### config.mk
export PLATFORM = sky130hd
export DESIGN_NAME = uart_rx_fifo
export DESIGN_NICKNAME = d
export VERILOG_FILES = /design/src/rtl/uart_rx_fifo.sv
export SDC_FILE = /design/constraint.sdc
export NUM_CORES = 1
export LEC_CHECK = 0
export ABC_AREA = 1
export CAP_MARGIN = 20
export CORE_MARGIN = 3
export CORE_UTILIZATION = 42
export DETAILED_ROUTE_END_ITERATION = 10
export MAX_ROUTING_LAYER = met4
export SYNTH_ARGS = -nofsm -noshare
export SYNTH_HDL_FRONTEND = slang
export SYNTH_SLANG_ARGS = --single-unit
### constraint.sdc
create_clock -name i_clk -period 3.4 [get_ports i_clk]
set_clock_uncertainty 0.15 [all_clocks]
set_input_delay 0.68 -clock i_clk [delete_from_list [all_inputs] [get_ports i_clk]]
set_output_delay 0.68 -clock i_clk [all_outputs]
set_load 0.1 [all_outputs]
### src/rtl/uart_rx_fifo.sv
`default_nettype none
// ============================================================================
//  Module   : uart_rx_fifo
//  Brief    : Receive-side FWFT byte buffer behind a UART receiver, with
//             sticky overrun flag and saturating parity-error counter.
//  Revision : 1.0  initial release
// ============================================================================
module uart_rx_fifo #(
  parameter int DATA_WIDTH   = 8,
  parameter int DEPTH        = 16,
  parameter bit DROP_PAR_ERR = 1'b0
) (
  input  logic                       i_clk,
  input  logic                       i_reset,
  input  logic                       i_data_valid,
  input  logic [DATA_WIDTH-1:0]      i_P_DATA,
  input  logic                       i_par_err,
  input  logic                       i_rd_ready,
  input  logic                       i_clr_status,
  output logic                       o_rd_valid,
  output logic [DATA_WIDTH-1:0]      o_rd_data,
  output logic                       o_rd_par_err,
  output logic [$clog2(DEPTH):0]     o_count,
  output logic                       o_full,
  output logic                       o_empty,
  output logic                       o_overrun,
  output logic [7:0]                 o_par_err_cnt
);

  localparam int            AW      = $clog2(DEPTH);
  localparam logic [AW:0]   PTR_ONE = {{AW{1'b0}}, 1'b1};
  localparam logic [7:0]    CNT_MAX = 8'hFF;

  // Each entry holds {par_err, data}; the array itself is never reset.
  logic [DATA_WIDTH:0] mem [DEPTH];

  logic [AW:0] wr_ptr;
  logic [AW:0] rd_ptr;
  logic [AW:0] count;
  logic        full;
  logic        empty;
  logic        wr_req;
  logic        wr_fire;
  logic        rd_fire;
  logic        ovr_evt;
  logic        pe_evt;
  logic [DATA_WIDTH:0] head;

  // Flags from pointers: MSB is the wrap bit distinguishing full from empty.
  always_comb begin
    empty   = (wr_ptr == rd_ptr);
    full    = (wr_ptr[AW-1:0] == rd_ptr[AW-1:0]) && (wr_ptr[AW] != rd_ptr[AW]);
    rd_fire = !empty && i_rd_ready;
    wr_req  = i_data_valid && !(DROP_PAR_ERR && i_par_err);
    // A full FIFO still accepts a write when the head is popped in the same cycle.
    wr_fire = wr_req && (!full || rd_fire);
    ovr_evt = wr_req && full && !rd_fire;
    pe_evt  = i_data_valid && i_par_err;
  end

  // First-word-fall-through head: outputs read straight from the array, zero while empty.
  always_comb begin
    head = mem[rd_ptr[AW-1:0]];
    if (empty) begin
      head = '0;
    end
  end

  assign o_rd_valid    = !empty;
  assign o_rd_data     = head[DATA_WIDTH-1:0];
  assign o_rd_par_err  = head[DATA_WIDTH];
  assign o_count       = count;
  assign o_full        = full;
  assign o_empty       = empty;

  // Storage write port.
  always_ff @(posedge i_clk) begin
    if (wr_fire) begin
      mem[wr_ptr[AW-1:0]] <= {i_par_err, i_P_DATA};
    end
  end

  // Pointers and occupancy count.
  always_ff @(posedge i_clk or negedge i_reset) begin
    if (!i_reset) begin
      wr_ptr <= '0;
      rd_ptr <= '0;
      count  <= '0;
    end else begin
      if (wr_fire) begin
        wr_ptr <= wr_ptr + PTR_ONE;
      end
      if (rd_fire) begin
        rd_ptr <= rd_ptr + PTR_ONE;
      end
      case ({wr_fire, rd_fire})
        2'b10:   count <= count + PTR_ONE;
        2'b01:   count <= count - PTR_ONE;
        default: count <= count;
      endcase
    end
  end

  // Sticky overrun flag; a new overrun in the clearing cycle keeps it set.
  always_ff @(posedge i_clk or negedge i_reset) begin
    if (!i_reset) begin
      o_overrun <= 1'b0;
    end else if (ovr_evt) begin
      o_overrun <= 1'b1;
    end else if (i_clr_status) begin
      o_overrun <= 1'b0;
    end
  end

  // Saturating parity-error counter; counts every flagged frame, stored or not.
  always_ff @(posedge i_clk or negedge i_reset) begin
    if (!i_reset) begin
      o_par_err_cnt <= '0;
    end else if (i_clr_status) begin
      o_par_err_cnt <= pe_evt ? 8'd1 : 8'd0;
    end else if (pe_evt && (o_par_err_cnt != CNT_MAX)) begin
      o_par_err_cnt <= o_par_err_cnt + 8'd1;
    end
  end

endmodule
`default_nettype wire

-- Yosys cells after proc, flatten, opt, wreduce, memory -nomap -nowiden
Memory sizes are Yosys's and may differ from the RTL's.
Index checks and enable logic that the tools add are counted.
- memories: 1
- output and inout bits: 26
- memory bits (writable): 144
- word-level logic and storage cells: 40
- bits in registers: 24
- bits of input ports: 14
- multiplexer cells: 9
- reductions and logical operators: 14
- equal/unequal tests: 6
- $add $sub $neg: 5
- memories (name ; words ; width ; read ports ; clocked after Yosys merged registers in ; wr ports ; RTL line ; source):
    mem ; 16 ; 9 ; 1 ; 0 ; 1 ; 35 ; logic [DATA_WIDTH:0] mem [DEPTH];
- operators by type and width (cell ; count):
    8-bit 2-to-1 mux ; 2
    5-bit by 1-bit adder with 5-bit output (second input constant) ; 3
    5-bit case mux with 2 select lines ; 1
    9-bit 2-to-1 mux ; 1
    8-bit by 1-bit adder with 8-bit output (second input constant) ; 1
    8-bit inequality test (second input constant) ; 1
    1-bit logical AND ; 7
    2-bit nonzero test ; 3
    5-bit == test ; 1
    1-bit 2-to-1 mux ; 5
    5-bit by 1-bit subtractor with 5-bit output (second input constant) ; 1
    4-bit == test ; 1
    1-bit logical NOT ; 3
    2-bit by 1-bit == test with 1-bit output (second input constant) ; 1
    2-bit == test (second input constant) ; 1
    1-bit logical OR ; 1
    1-bit inequality test ; 1

-- Logic depth before layout (Yosys ltp)
- depth after elaboration: 7
- mapped depth: 20

-- Worst setup path before layout
Ideal clock, no wire load.
- kind: register -> output
- start point: reg rd_ptr[2]
- end point: out o_rd_data[0]
- stages on the path, launching flop included: 9
- setup slack: -1420 ps
- arrival: 3990 ps
- path buffers: 1
- data required time: 2570 ps
- cell sequence: dfrtp_1 buf_6 inv_2 nand2_1 nand2_1 nor2_4 nand3_2 clkinv_1 a31oi_1
- longest elaborated chain between the ends: 2
- RTL lines (item ; RTL line ; source):
    start: declaration ; 38 ; logic [AW:0] rd_ptr;
    start signal: assignment ; 94 ; rd_ptr <= rd_ptr + PTR_ONE;
    5-bit == test ; 51 ; empty = (wr_ptr == rd_ptr);
    net o_empty ; 25 ; output logic o_empty,
    9-bit 2-to-1 mux ; 64 ; if (empty) begin
    end: declaration ; 21 ; output logic [DATA_WIDTH-1:0] o_rd_data,
The timed path passes the listed nets, and every way through them passes these cells.

-- Final worst setup path
- start point: reg rd_ptr[0]
- end point: out o_rd_data[4]
- longest elaborated chain between the ends: 2
- RTL lines (item ; RTL line):
    memory 16 x 9 bit / 5-bit == test (equally long branches) ; n/a
    9-bit 2-to-1 mux (*) ; 64
Mark *: on every way between the ends. The rest lies on a longest branch, timed or not.

==> impl_metrics.yaml <==
run_status:
  status: "completed"
critical_path:
  worstPathRequired_ns: 2.57
  r2r.worst_path.cells: 18
  critical_path.max_fanout: 34
  reg2reg_slack_ns: 0.48
  cp-startpoint: "rd_ptr[0]$_DFFE_PN0N_"
  setup.worst_path.class: "reg2out"
  worst_ep_arrival_time_ns: 2.38
  regToRegEndpoint: "o_count[4]$_DFFE_PN0P_"
  worstSetupStartpointType: "register"
  worst_flop_to_flop_path_startpoint: "rd_ptr[0]$_DFFE_PN0N_"
  worstSetupEndpointType: "output pin"
route:
  wl_met1_um: 6790
  drt-initial-drc-count: 297
  dr.max_layer_used: "met4"
  drtPass1Iterations: 5
  wl_met2_um: 7980
  ant_nets_after_route: 0
  route.vias.total: 4678
  route.detailed.wl_per_inst_um: 18.1
  met3_wl_um: 866
  finalWirelength_um: 16000
  viasPerCell: 5.29
  drt_drc_violations_left: 0
timing:
  timing.setup.tns_ns: 0
  max_slew.worst_pin.slew_ns: 0.601
  finalSetupViolations: 0
  grt_setup_unrepaired: "no"
  setup_ws_ns: 0.186
  slew_viol_final: 0
  max_freq_ghz: 0.311
  timing_hold_violations_final: 0
  finalCritPeriodShare_pct: 94.5
  clock_period_minus_final_worst_setup_slack_ns: 3.21
  relSlewSlack_pct: 59.8
grt:
  grt.total_usage_pct: 18.8
  wire_length_of_the_first_global_routing_pass_um: 25200
  antenna_found_initial: 0
  grt_max_degree: 76
  grt.overflow.total: 0
  first_global_vias: 4676
die:
  rows: 46
  chipHeight_um: 136
  ioPinCount: 40
  start_util_pct: 43.8
  die-area_um2: 18500
  fp.coreArea_um2: 16200
  fp.dieW_um: 136
final_layout:
  fin_nets: 680
  final_layout_size_suffix_gt1_share_pct: 16.9
  area_growth_pct: 21.8
  fillerInstances: 1385
  antenna-diode-count: 0
  multiInputGateArea_um2: 2040
  layout.area.seq_um2: 4930
power:
  static-leakage-power_nw: 3.13
  power_density_nw_per_um2: 1040
  ir_worst_vdd_v: 0.00107
clocking:
  cts_htree_levels: 4
  cts.sink_count: 168
  cts_tree: "yes"
  cts_root_buf: "sky130_fd_sc_hd__clkbuf_16"
  cts_inserted_buffers: 17
  clock_latency_ns: 0.42
  maximum_count_of_clock_buffers_along_a_single_path: 2
  cts-hold-fix-buffers: 0
  clkTransAtPathRegs_ns: 0.06
synth:
  post_synth.cell_area_avg_um2: 11.9
  seq_area_frac_synth_pct: 69.5
  synthMostInstantiatedCell: "sky130_fd_sc_hd__edfxtp_1"
  synth_top_flop_cell: "sky130_fd_sc_hd__edfxtp_1"
  synth_enable_flop_cells: 144
  syn_nets: 620
  ys_seq_elements: 168
  synth.lib_cells_used.distinct: 31
  synth_area_leaders: "sky130_fd_sc_hd__edfxtp_1 (61%), sky130_fd_sc_hd__dfrtp_1 (8.5%), sky130_fd_sc_hd__nor2_1 (5.8%), sky130_fd_sc_hd__o21ai_0 (5.5%), sky130_fd_sc_hd__nand2_1 (3.7%)"
  synth_top_area_share_pct: 61.1
  yosys.area.top_type: "sky130_fd_sc_hd__edfxtp_1"
  netlist_top_cells_count: "sky130_fd_sc_hd__edfxtp_1 (144), sky130_fd_sc_hd__nor2_1 (110), sky130_fd_sc_hd__o21ai_0 (78)"
  netlist_area_um2: 7080
  syn-instance-count: 596
  yosysWarnings: 0
  async_flop_share_pct: 14.3
placed_design:
  number_of_port_buffers: 39
  finalWeightedCongestion: 0.815
  post_detailed_placement_half_perimeter_wirelength_um: 10200
  worst_setup_slack_after_placement_ns: 0.369
worst_hold_path:
  worst_hold_path_type: "reg2reg"
  hold_end: "wr_ptr[4]$_DFFE_PN0P_"
  holdCritStartpoint: "wr_ptr[4]$_DFFE_PN0P_"
  hold_depth: 1
flow_run:
  max_cap_viol_count: 0
==> state kept, by name, indices dropped and copies added (netlist names) <==
signal         count
rd_ptr             5
o_par_err_cnt      8
o_overrun          1
o_count            5
wr_ptr             5
mem              144
==> area by class of cell <==
| cell class | instances | share of cell area [%] |
|---|---|---|
| clock buffers | 17 | 4.93 |
| clock inverters | 14 | 1.55 |
| inverters | 31 | 1.44 |
| multi-input cells | 371 | 23.7 |
| flip-flops and latches | 168 | 57.1 |
| well taps | 216 | 3.13 |
| repair buffers | 67 | 8.14 |
==> placed cells by master, fill, tap and decap left out, types with 6 or more instances in the layout <==
cell type / netlist / final
sky130_fd_sc_hd__buf_12: 0 / 13
sky130_fd_sc_hd__inv_1: 23 / 22
sky130_fd_sc_hd__xor2_1: 9 / 9
sky130_fd_sc_hd__o22ai_1: 22 / 22
sky130_fd_sc_hd__dfrtp_1: 24 / 23
sky130_fd_sc_hd__o21ai_0: 78 / 78
sky130_fd_sc_hd__nor2_1: 110 / 110
sky130_fd_sc_hd__nand2_1: 70 / 70
sky130_fd_sc_hd__ha_1: 9 / 9
sky130_fd_sc_hd__clkbuf_16: 0 / 17
sky130_fd_sc_hd__a21oi_1: 10 / 6
sky130_fd_sc_hd__edfxtp_1: 144 / 144
sky130_fd_sc_hd__inv_2: 5 / 6
sky130_fd_sc_hd__buf_4: 0 / 40
sky130_fd_sc_hd__clkdlybuf4s50_1: 0 / 13
sky130_fd_sc_hd__o211ai_1: 15 / 15
sky130_fd_sc_hd__nand3_1: 17 / 17
==> timing repair <==
action | 4_1_cts | 5_1_grt
setup buffers | 0 | 0
gates resized for setup | 0 | 1
setup endpoints to repair | 0 | 9
==> kinds of logic after synthesis <==
group,after synthesis,synth area share (%)
AO/OA/AOI/OAI,134,10.7
XOR/XNOR,13,1.61
adder cells (fa/ha/maj),10,1.87
buffers and inverters,57,3.32
flip-flops,168,69.5
AND/OR/NAND/NOR,214,13.0
==> metal layers <==
| metal | GRT usage (%) | vias to the layer above |
|---|---|---|
| met4 | 7.00 | 0 |
| met2 | 30.4 | 126 |
| met3 | 4.66 | 27 |
| li1 | - | 2237 |
| met5 | - | - |
| met1 | 23.3 | 2288 |
==> how the worst max path moves through the flow <==
stage | end | slack, ns | depth (start not counted)
after floorplan | o_rd_data[0] | 0.17 | 8
after global placement | o_rd_data[1] | 0.48 | 7
after detailed placement | o_count[4]$_DFFE_PN0P_ | 0.37 | 13
after CTS | o_rd_data[0] | 0.02 | 7
after global routing | o_rd_data[0] | 0.03 | 6
final | o_rd_data[4] | 0.19 | 7
==> power breakdown <==
part           internal [W]  switching [W]  leakage [nW]
combinational       0.00144        0.00306          1.26
clock               0.00107       0.000752         0.274
sequential          0.00252       0.000159          1.60
total               0.00503        0.00397          3.13
==> per-stage QoR <==
| stage | cells | hold WS, ns | total power, W | util [%] | cell area, um2 |
|---|---|---|---|---|---|
| 2_1_floorplan | 596 | 0.234 | 0.00584 | - | 7210 |
| 3_3_place_gp | 853 | 0.331 | 0.00719 | 49.8 | 8060 |
| 3_5_place_dp | 853 | 0.331 | 0.00724 | 49.8 | 8060 |
| 4_1_cts | 884 | 0.343 | 0.00907 | 53.3 | 8620 |
| 5_1_grt | 884 | 0.360 | 0.00945 | 53.3 | 8620 |
| 6_report | 884 | 0.336 | 0.00899 | 53.3 | 8620 |
==> worst max-delay path, stage by stage, from the launching register on <==
cell,delay [ns]
sky130_fd_sc_hd__dfrtp_2,0.43
sky130_fd_sc_hd__inv_2,0.30
sky130_fd_sc_hd__buf_6,0.31
sky130_fd_sc_hd__nor2_1,0.07
sky130_fd_sc_hd__o211ai_1,0.23
sky130_fd_sc_hd__nand3_1,0.20
sky130_fd_sc_hd__a31oi_4,0.20
sky130_fd_sc_hd__buf_12,0.20
No activity file was read; power rests on OpenSTA's default activity.
